`src/rtl/fetch_unit.sv`:
```
// Fetch stage plus F/D pipeline register: owns the PC, reads instruction memory,
// pairs two-word (immediate) instructions and presents them to decode.
module fetch_unit #(
  parameter int ADDR_W  = 16,  // must not exceed 16: reset vector is taken from IMEM_DATA
  parameter int IMM_BIT = 0,
  parameter int SRC_LSB = 5,
  parameter int DST_LSB = 8
) (
  input  logic              clk,
  input  logic              rst,
  input  logic              PC_ENB,
  input  logic              F_D_ENB,
  input  logic              FLUSH_BRANCH,
  input  logic [ADDR_W-1:0] BRANCH_TARGET,
  output logic [ADDR_W-1:0] IMEM_ADDR,
  input  logic [15:0]       IMEM_DATA,
  output logic [15:0]       INSTR_F_D,
  output logic [15:0]       IMM_F_D,
  output logic [ADDR_W-1:0] PC_F_D,
  output logic              VALID_F_D,
  output logic [2:0]        src_F_D,
  output logic [2:0]        dst_F_D
);

  typedef enum logic [1:0] {S_VEC, S_RUN, S_IMM} state_t;

  typedef struct packed {
    logic [15:0]       instr;
    logic [15:0]       imm;
    logic [ADDR_W-1:0] pc;
    logic              valid;
  } fd_t;

  localparam fd_t FD_BUBBLE = '0;

  state_t            r_state, w_state_nxt;
  logic [ADDR_W-1:0] r_pc, w_pc_nxt, w_pc_inc;
  logic [15:0]       r_hold, w_hold_nxt;
  fd_t               r_fd, w_fd_nxt;
  logic              w_stall;

  assign w_stall  = !PC_ENB || !F_D_ENB;
  assign w_pc_inc = r_pc + ADDR_W'(1);  // wraps silently at 2^ADDR_W

  always_ff @(posedge clk or posedge rst) begin
    if (rst) begin
      r_state <= S_VEC;
      r_pc    <= '0;
      r_hold  <= '0;
      r_fd    <= FD_BUBBLE;
    end else begin
      r_state <= w_state_nxt;
      r_pc    <= w_pc_nxt;
      r_hold  <= w_hold_nxt;
      r_fd    <= w_fd_nxt;
    end
  end

  always_comb begin
    w_state_nxt = r_state;
    w_pc_nxt    = r_pc;
    w_hold_nxt  = r_hold;
    w_fd_nxt    = r_fd;
    IMEM_ADDR   = r_pc;
    unique case (r_state)
      S_VEC: begin
        // Vector fetch ignores stall and flush: nothing downstream is live yet.
        IMEM_ADDR   = '0;
        w_pc_nxt    = IMEM_DATA[ADDR_W-1:0];
        w_fd_nxt    = FD_BUBBLE;
        w_state_nxt = S_RUN;
      end
      S_RUN: begin
        if (FLUSH_BRANCH) begin
          w_pc_nxt = BRANCH_TARGET;
          w_fd_nxt = FD_BUBBLE;
        end else if (!w_stall) begin
          w_pc_nxt = w_pc_inc;
          if (IMEM_DATA[IMM_BIT]) begin
            w_hold_nxt  = IMEM_DATA;
            w_fd_nxt    = FD_BUBBLE;
            w_state_nxt = S_IMM;
          end else begin
            w_fd_nxt.instr = IMEM_DATA;
            w_fd_nxt.imm   = '0;
            w_fd_nxt.pc    = w_pc_inc;
            w_fd_nxt.valid = 1'b1;
          end
        end
      end
      S_IMM: begin
        // Second word is pure data; its IMM_BIT is deliberately not examined.
        if (FLUSH_BRANCH) begin
          w_pc_nxt    = BRANCH_TARGET;
          w_fd_nxt    = FD_BUBBLE;
          w_state_nxt = S_RUN;
        end else if (!w_stall) begin
          w_pc_nxt       = w_pc_inc;
          w_fd_nxt.instr = r_hold;
          w_fd_nxt.imm   = IMEM_DATA;
          w_fd_nxt.pc    = w_pc_inc;
          w_fd_nxt.valid = 1'b1;
          w_state_nxt    = S_RUN;
        end
      end
      default: begin
        IMEM_ADDR   = '0;
        w_fd_nxt    = FD_BUBBLE;
        w_state_nxt = S_VEC;
      end
    endcase
  end

  assign INSTR_F_D = r_fd.instr;
  assign IMM_F_D   = r_fd.imm;
  assign PC_F_D    = r_fd.pc;
  assign VALID_F_D = r_fd.valid;
  // Raw register fields; decode qualifies them with VALID_F_D.
  assign src_F_D   = r_fd.instr[SRC_LSB +: 3];
  assign dst_F_D   = r_fd.instr[DST_LSB +: 3];

endmodule

```
`config.mk`:
```
export PLATFORM = sky130hd
export DESIGN_NAME = fetch_unit
export DESIGN_NICKNAME = d
export VERILOG_FILES = /design/src/rtl/fetch_unit.sv
export SDC_FILE = /design/constraint.sdc
export NUM_CORES = 1
export LEC_CHECK = 0
export CAP_MARGIN = 0
export CORE_MARGIN = 2
export CORE_UTILIZATION = 59
export CTS_CLUSTER_DIAMETER = 120
export DETAILED_ROUTE_END_ITERATION = 7
export DONT_BUFFER_PORTS = 1
export PLACE_DENSITY = 0.83
export SETUP_SLACK_MARGIN = 0.5
export SLEW_MARGIN = 30
export SYNTH_ARGS = -nofsm -noshare
export SYNTH_HDL_FRONTEND = slang
export SYNTH_SLANG_ARGS = --single-unit
```
`constraint.sdc`:
```
create_clock -name clk -period 6.5 [get_ports clk]
set_input_delay 0.975 -clock clk [delete_from_list [all_inputs] [get_ports clk]]
set_output_delay 0.975 -clock clk [all_outputs]
set_load 0.005 [all_outputs]
```
==> results of run 1 <==
==> cell usage after synthesis, drive strengths merged (3+ instances only) <==
library cell and number:
nand3 5, mux2i 3, inv 24, a22o 20, xnor2 9, xor2 4
nor3 8, a22oi 3, a21oi 9, a221oi 3, ha 5, o21ai 28
o2bb2ai 8, mux2 15, nand4 4, nand2 23, dfrtp 83, buf 23
clkbuf 14, a222oi 22, nand2b 3, nor4 4, and2 17, nor2 17
==> routing by layer <==
metal / vias to the layer above / wire length (um) / GRT usage / share of wire
li1: 1326 / - / - / -
met1: 1490 / 4040 / 0.356 / 0.41
met2: 148 / 4670 / 0.414 / 0.48
met3: 12 / 922 / 0.0886 / 0.094
met4: 0 / 143 / 0.0810 / 0.015
met5: - / 0 / 0 / 0
==> worst max-delay path, delay by kind of cell, from the launching register on <==
| family | cells | cell delay (ns) |
|---|---|---|
| buffers and inverters | 2 | 0.57 |
| adder cells (fa/ha/maj) | 1 | 0.64 |
| flip-flops | 1 | 0.39 |
| AND/OR/NAND/NOR | 1 | 0.26 |
==> metrics by stage <==
| step | instance area [sq um] | hold slack (ns) |
|---|---|---|
| 2_1_floorplan | 4040 | 0.436 |
| 3_3_place_gp | 3970 | 0.452 |
| 3_5_place_dp | 3980 | 0.471 |
| 4_1_cts | 4210 | 0.406 |
| 5_1_grt | 4230 | 0.420 |
| 6_report | 4230 | 0.398 |
==> power by group <==
part	internal (mW)	leakage, nW	total (mW)	switching [mW]
clock network	0.230	0.113	0.426	0.196
logic	0.227	0.745	0.555	0.328
registers	0.642	1.10	0.788	0.146
total	1.10	1.95	1.77	0.670
==> flip-flops by register name, indices dropped and copies added (netlist names) <==
| register | flops |
|---|---|
| IMM_F_D | 16 |
| INSTR_F_D | 16 |
| PC_F_D | 16 |
| VALID_F_D | 1 |
| r_hold | 16 |
| r_pc | 16 |
| r_state | 2 |
==> kinds of logic (layout without fill, tap and decap cells) <==
family	count (synthesis)	count (layout)
AO/OA/AOI/OAI	105	105
AND/OR/NAND/NOR	91	91
flip-flops	83	83
buffers and inverters	61	43
multiplexers	18	18
XOR/XNOR	13	13
adder cells (fa/ha/maj)	5	5
==> worst paths after layout <==
kind,to,slack (ns),from,cells past startpoint
setup / recovery,IMEM_ADDR[11],3.32,r_state[0],4
hold / removal,PC_F_D[4],0.40,rst,1
setup reg to reg,PC_F_D[0],3.66,r_state[0],5
hold reg to reg,r_hold[0],0.50,r_hold[0],1
max in group asynchronous,IMM_F_D[0],5.24,rst,3
min in group clk,r_hold[0],0.50,r_hold[0],1
==> area by class of cell <==
type / count / area share
inverter: 24 / 0.0216
multi-input combinational: 232 / 0.400
timing repair buffer: 3 / 0.0100
clock buffer: 10 / 0.0325
clock inverter: 6 / 0.0222
tap: 80 / 0.0236
sequential: 83 / 0.491
==> results.yml, run 1 <==
floorplan:
  core_sq_um: 6720
  die_x_um: 86.8
  start_util: 0.601
  placementRows: 30
  io_pins: 108
  fp.dieH_um: 86.8
  die-area_sq_um: 7530
drt:
  dr.pass1.iters: 7
  routed_wl_mm: 9.77
  wl_per_cell_um: 22.3
  drcViolationCount: 0
  vias_per_cell: 6.79
  ant_nets: 0
  drt_iter0_drc: 292
  route.vias.total: 2976
clock_tree:
  numClockSinks: 83
  cts_buffers: 9
  cts_tree: "built"
  h-tree-depth: 3
  cts_hold_buf: 0
  ctsResizeCount: 0
  cts_buffer_depth: 2
  clock_latency_ns: 0.36
  clk_pin_slew_ns: 0.09
  ctsRootBufferMaster: "clkbuf_8"
  cts_setup_buffers: 0
sta:
  max_clock_freq_mhz: 315
  fin_skew_ns: 0.0103
  rsz0062_at_grt: "no"
  relSlewSlack: 0.411
  layout_setup_ws_ns: 3.32
  fin_crit_ns: 3.18
  finalSetupViolations: 0
  tns_ns: 0
  hold_viol: 0
  worst_pin_slew_ns: 0.884
  slew_viol_final: 0
  fin_crit_sh: 0.489
final_layout:
  drive_above_1_share: 0.131
  multi_input_area_sq_um: 1690
  diodes: 0
  regArea_sq_um: 2080
  layout_commonest_cell: "dfrtp_1"
  syn2layout_area_growth_pct: 4.77
  utilization: 0.630
  fin_cells: 438
  mostFrequentLayoutCells: "dfrtp_1 (83), o21ai_0 (26), nand2_1 (23)"
  fillers: 508
  final_nets: 395
worst_setup_path:
  end_kind: "primary output"
  critPathArrivalTime_ns: 2.20
  path_class: "reg -> out"
  crit_chain: "inv_1, ha_1, inv_1, nor2_1"
  crit_required_ns: 5.52
  path_max_fanout: 20
  crit_top_cell: "inv_1"
  critPathSlowestCell: "ha_1"
  max_stage_delay_ns: 0.64
  worstSetupStartpointType: "register"
logic_synthesis:
  synth_top_flop_cell: "dfrtp_1"
  synth_edf_count: 0
  synth_fa_ha_area_frac: 0.0155
  synthTopCellsByArea: "dfrtp_1 (51%), a222oi_1 (5.4%), a22o_1 (4.3%)"
  async_flop_share: 1.00
  synth_xor_xnor_area_share: 0.0282
  syn-cell-area_sq_um: 4040
  yosys.area_share.simple: 0.127
  avgSynthCellArea_sq_um: 10.7
  synth_top_area_cell: "dfrtp_1"
  synth_cell_types: 51
  ys_seq_area_frac: 0.514
  syn_nets: 418
  synth.top_cell.area_share: 0.514
  ys_seq_elements: 83
  synth.area.mux_share: 0.0492
  ys_warn_count: 0
  synth_compound_area_frac: 0.197
  synth_top_family_by_area: "compound AO/OA/AOI/OAI gates"
  syn_inst: 376
global_route:
  first_global_vias: 2821
  grt_max_degree: 72
  antenna_found_initial: 0
  overflow: 0
  gr-usage-all-layers: 0.266
  grt_pass1_wl_mm: 15.3
min_path:
  hp-class: "in -> async"
run_status:
  outcome: "finished clean"
power_and_ir_drop:
  vdd_ir_drop_max_uv: 154
  power_density_nw_per_um2: 418
  total_leakage_power_nw: 1.95
  finalPower_mw: 1.77
placed_design:
  gp_congestion: 0.842
  port_buffers: 0
  dp_cells: 421
  pre_cts_ws_ns: 3.74
  dpl.hpwl_mm: 6.60
run:
  maxCapViolCount: 0
No activity file was read; power rests on OpenSTA's default activity.
==> run 2, diff against run 1 <==
==> constraint.sdc (replaced) <==
create_clock -name clk -period 3 [get_ports clk]
set_input_delay 0.45 -clock clk [delete_from_list [all_inputs] [get_ports clk]]
set_output_delay 0.45 -clock clk [all_outputs]
set_load 0.005 [all_outputs]
==> results.yml, run 2 (synthesis results as in run 1) <==
sta:
  fin_skew_ns: 0.0142
  max_clock_freq_mhz: 431
  fin_crit_sh: 0.773
  worst_pin_slew_ns: 0.738
  relSlewSlack: 0.508
  finalSetupViolations: 0
  rsz0062_at_grt: "no"
  slew_viol_final: 0
  fin_crit_ns: 2.32
  tns_ns: 0
  hold_viol: 0
  holdWs_ns: 0.199
clock_tree:
  cts_buffers: 9
  clk_pin_slew_ns: 0.10
  ctsRootBufferMaster: "clkbuf_8"
  numClockSinks: 83
  clock_latency_ns: 0.37
  cts_buffer_depth: 2
  h-tree-depth: 3
  cts_setup_buffers: 0
  cts_tree: "built"
final_layout:
  diodes: 0
  fin_cells: 448
  drive_above_1_share: 0.158
  syn2layout_area_growth_pct: 5.88
  mostFrequentLayoutCells: "dfrtp_1 (83), o21ai_0 (26), nand2_1 (23)"
  layout_commonest_cell: "dfrtp_1"
  fillers: 514
  final_nets: 405
placed_design:
  dp_cells: 429
  dpl.hpwl_mm: 7.00
  gp_congestion: 0.865
  port_buffers: 0
min_path:
  hp-class: "in -> reg"
drt:
  drcViolationCount: 0
  wl_per_cell_um: 22.2
  routed_wl_mm: 9.95
  vias_per_cell: 6.83
  drt_iter0_drc: 358
  route.vias.total: 3058
  ant_nets: 0
  dr.pass1.iters: 6
floorplan:
  io_pins: 108
  fp.dieH_um: 86.8
  die-area_sq_um: 7530
  die_x_um: 86.8
  start_util: 0.601
  placementRows: 30
  core_sq_um: 6720
global_route:
  gr-usage-all-layers: 0.277
  antenna_found_initial: 0
  overflow: 0
  grt_pass1_wl_mm: 15.8
  grt_max_degree: 45
  first_global_vias: 2909
worst_setup_path:
  path_max_fanout: 21
  worstSetupStartpointType: "register"
  path_class: "reg -> out"
  reg2reg_slack_ns: 0.76
  end_kind: "primary output"
  crit_required_ns: 2.55
  critPathArrivalTime_ns: 1.87
power_and_ir_drop:
  finalPower_mw: 3.77
  vdd_ir_drop_max_uv: 599
  total_leakage_power_nw: 1.96
  power_density_nw_per_um2: 882
run:
  maxCapViolCount: 0
run_status:
  outcome: "finished clean"
[run 2: worst max-delay path: stages (launching register included)]
cell	delay, ns
dfrtp_1	0.42
inv_1	0.11
ha_4	0.42
clkinvlp_4	0.29
nor2_1	0.26
[run 2: worst paths after layout]
kind	from	endpoint	cells after the start
worst max-delay path	r_state[1]	IMEM_ADDR[12]	4
worst min-delay path	IMEM_DATA[15]	INSTR_F_D[15]	2
worst max register to register	r_state[1]	PC_F_D[5]	6
worst min register to register	r_hold[0]	r_hold[0]	1
max in group asynchronous	rst	IMM_F_D[11]	4
min in group asynchronous	rst	PC_F_D[0]	2
[run 2: repair_timing]
item | CTS | global route
hold buffers | 0 | 1
setup endpoints to repair | 2 | 17
cloned | 1 | 0
pin swaps | 0 | 0
endpoints found under the hold margin | 0 | 12
gates resized for setup | 2 | 2
[run 2: per-layer routing]
layer	vias up	routed length (um)	track usage
met3	19	1040	0.0914
met1	1534	4060	0.373
met2	160	4630	0.419
li1	1345	-	-
met4	0	218	0.107
met5	-	0	0
[run 2: report_power, final]
part           total [mW]  leakage, nW  internal, mW  switching (mW)
logic                1.28        0.776         0.539           0.737
registers            1.71         1.10          1.39           0.318
clock network       0.790       0.0922         0.324           0.467
total                3.77         1.96          2.25            1.52
[run 2: metrics by stage]
step                      utilization  instance area, sq um  setup WS [ns]
after global placement          0.601                  4040          0.675
after CTS                       0.631                  4240          0.523
after detailed placement        0.601                  4040          0.518
after floorplan                     -                  4050           1.16
final                           0.637                  4280          0.682
after global routing            0.637                  4280          0.591
[run 2: final cells by class]
type | instances | area [sq um] | share of cell area
sequential | 83 | 2080 | 0.485
multi-input combinational | 232 | 1700 | 0.398
clock buffer | 9 | 124 | 0.0289
timing repair buffer | 12 | 105 | 0.0246
tap | 80 | 100 | 0.0234
inverter | 24 | 97.6 | 0.0228
clock inverter | 7 | 66.3 | 0.0155
timing repair inverter | 1 | 5.00 | 0.00117
==> run 3, diff against run 2 <==
==> constraint.sdc (replaced) <==
create_clock -name clk -period 2.2 [get_ports clk]
set_input_delay 0.33 -clock clk [delete_from_list [all_inputs] [get_ports clk]]
set_output_delay 0.33 -clock clk [all_outputs]
set_load 0.005 [all_outputs]
==> results.yml, run 3 (synthesis results as in run 1) <==
power_and_ir_drop:
  finalPower_mw: 6.78
  total_leakage_power_nw: 2.34
  power_density_nw_per_um2: 1330
  vdd_ir_drop_max_uv: 739
placed_design:
  pre_cts_ws_ns: 0.279
  port_buffers: 0
  gp_congestion: 0.894
  dpl.hpwl_mm: 6.86
  dpl_cell_area_sq_um: 4090
global_route:
  grt_pass1_wl_mm: 17.1
  gr-usage-all-layers: 0.303
  grt_max_degree: 64
  grtUsageMet3: 0.0848
  use_met1: 0.385
  antenna_found_initial: 0
  first_global_vias: 3127
  use_met2: 0.475
  busiest_layer: "met2"
  overflow: 0
floorplan:
  start_util: 0.601
  placementRows: 30
  io_pins: 108
  core_sq_um: 6720
  fp.dieH_um: 86.8
  die_x_um: 86.8
  die-area_sq_um: 7530
worst_setup_path:
  path_class: "reg -> reg"
  end_kind: "register"
  worstSetupStartpointType: "register"
  regToRegStartpoint: "r_state[0]"
  crit_required_ns: 2.51
  reg2reg_slack_ns: 0.24
  critPathArrivalTime_ns: 2.27
  path_max_fanout: 8
  r2r_end: "PC_F_D[15]"
  r2r_cells: 6
drt:
  vias_per_cell: 7.33
  drt_iter0_drc: 671
  ant_nets: 0
  route.vias.total: 3605
  drcViolationCount: 4
  routed_wl_mm: 13.1
  wl_per_cell_um: 26.7
  dr.pass1.iters: 8
sta:
  relSlewSlack: 0.658
  fin_crit_ns: 1.96
  worst_pin_slew_ns: 0.512
  finalSetupViolations: 0
  max_clock_freq_mhz: 510
  tns_ns: 0
  fin_skew_ns: 0.0109
  rsz0062_at_grt: "yes"
  layout_setup_ws_ns: 0.237
  fin_crit_sh: 0.892
  slew_viol_final: 0
  hold_viol: 0
clock_tree:
  h-tree-depth: 3
  clock_latency_ns: 0.37
  ctsRootBufferMaster: "clkbuf_8"
  cts_buffers: 9
  cts_tree: "built"
  clk_pin_slew_ns: 0.10
  numClockSinks: 83
  cts_buffer_depth: 2
final_layout:
  syn2layout_area_growth_pct: 25.9
  layout_commonest_cell: "dfrtp_1"
  final_nets: 449
  mostFrequentLayoutCells: "dfrtp_1 (75), buf_4 (29), a222oi_1 (22)"
  design_area_sq_um: 5090
  diodes: 0
  drive_above_1_share: 0.381
min_path:
  holdCritStartpoint: "IMEM_DATA[13]"
  hp-class: "in -> reg"
  whs_path_depth: 2
  holdPathEnd: "INSTR_F_D[13]"
run:
  maxCapViolCount: 0
run_status:
  violations: "design-rule violations"
  outcome: "finished, violations left"
run 3: changes by cell type in the layout (fill, tap and decap cells not counted), sizes merged:
| cell | delta |
|---|---|
| clkinvlp | -2 |
| clkbuf | +3 |
| or3 | +1 |
| inv | -3 |
| clkinv | +2 |
| bufinv | +3 |
| buf | +40 |
run 3: cell type report:
class                           instances  area [sq um]
Timing Repair inverter                  1          7.51
Fill cell                             372          1630
Tap cell                               80           100
Multi-Input combinational cell        233          1950
Inverter                               24          97.6
Timing Repair Buffer                   55           603
Clock buffer                            9           124
Sequential cell                        83          2090
Clock inverter                          7           124
run 3: worst max path at each step:
| stage | start | to | slack (ns) | cells after the start |
|---|---|---|---|---|
| final | r_state[0] | PC_F_D[15] | 0.24 | 6 |
| after global routing | r_state[0] | INSTR_F_D[4] | 0.23 | 7 |
| after CTS | r_state[0] | IMEM_ADDR[11] | 0.40 | 4 |
| after detailed placement | r_pc[2] | r_pc[15] | 0.28 | 4 |
| after global placement | r_state[0] | r_pc[13] | 0.37 | 7 |
| after floorplan | r_pc[1] | r_pc[12] | 0.50 | 5 |
run 3: timing repair:
action                                  in CTS  in global routing
pin swaps                                   12                 35
cloned                                       4                  7
hold buffers                                 1                  0
gates resized for setup                     46                 50
setup buffers                               17                 18
endpoints found under the setup margin      63                 88
hold endpoints to repair                    20                  0
run 3: through the flow:
step | instances | util | hold slack (ns)
floorplan | 376 | - | 0.436
global placement | 429 | 0.609 | 0.250
detailed placement | 429 | 0.609 | 0.253
CTS | 467 | 0.699 | 0.0809
global route | 492 | 0.757 | 0.0875
finish | 492 | 0.757 | 0.0771
run 3: metal layers:
metal	up-vias	routed length [um]
li1	1439	-
met1	1759	4610
met2	326	6240
met3	81	1560
met4	0	712
met5	-	0
run 3: power by group:
| group | internal (mW) | switching, mW |
|---|---|---|
| registers | 1.91 | 0.460 |
| clock network | 0.766 | 0.618 |
| logic | 1.48 | 1.55 |
| total | 4.16 | 2.62 |
run 3: critical path, cell delays in order, from the launching register on:
cell and delay, ns:
dfrtp_1 0.41, inv_2 0.09, ha_4 0.36, nor2b_4 0.28
and2_1 0.20, nor4b_1 0.41, a211o_1 0.18
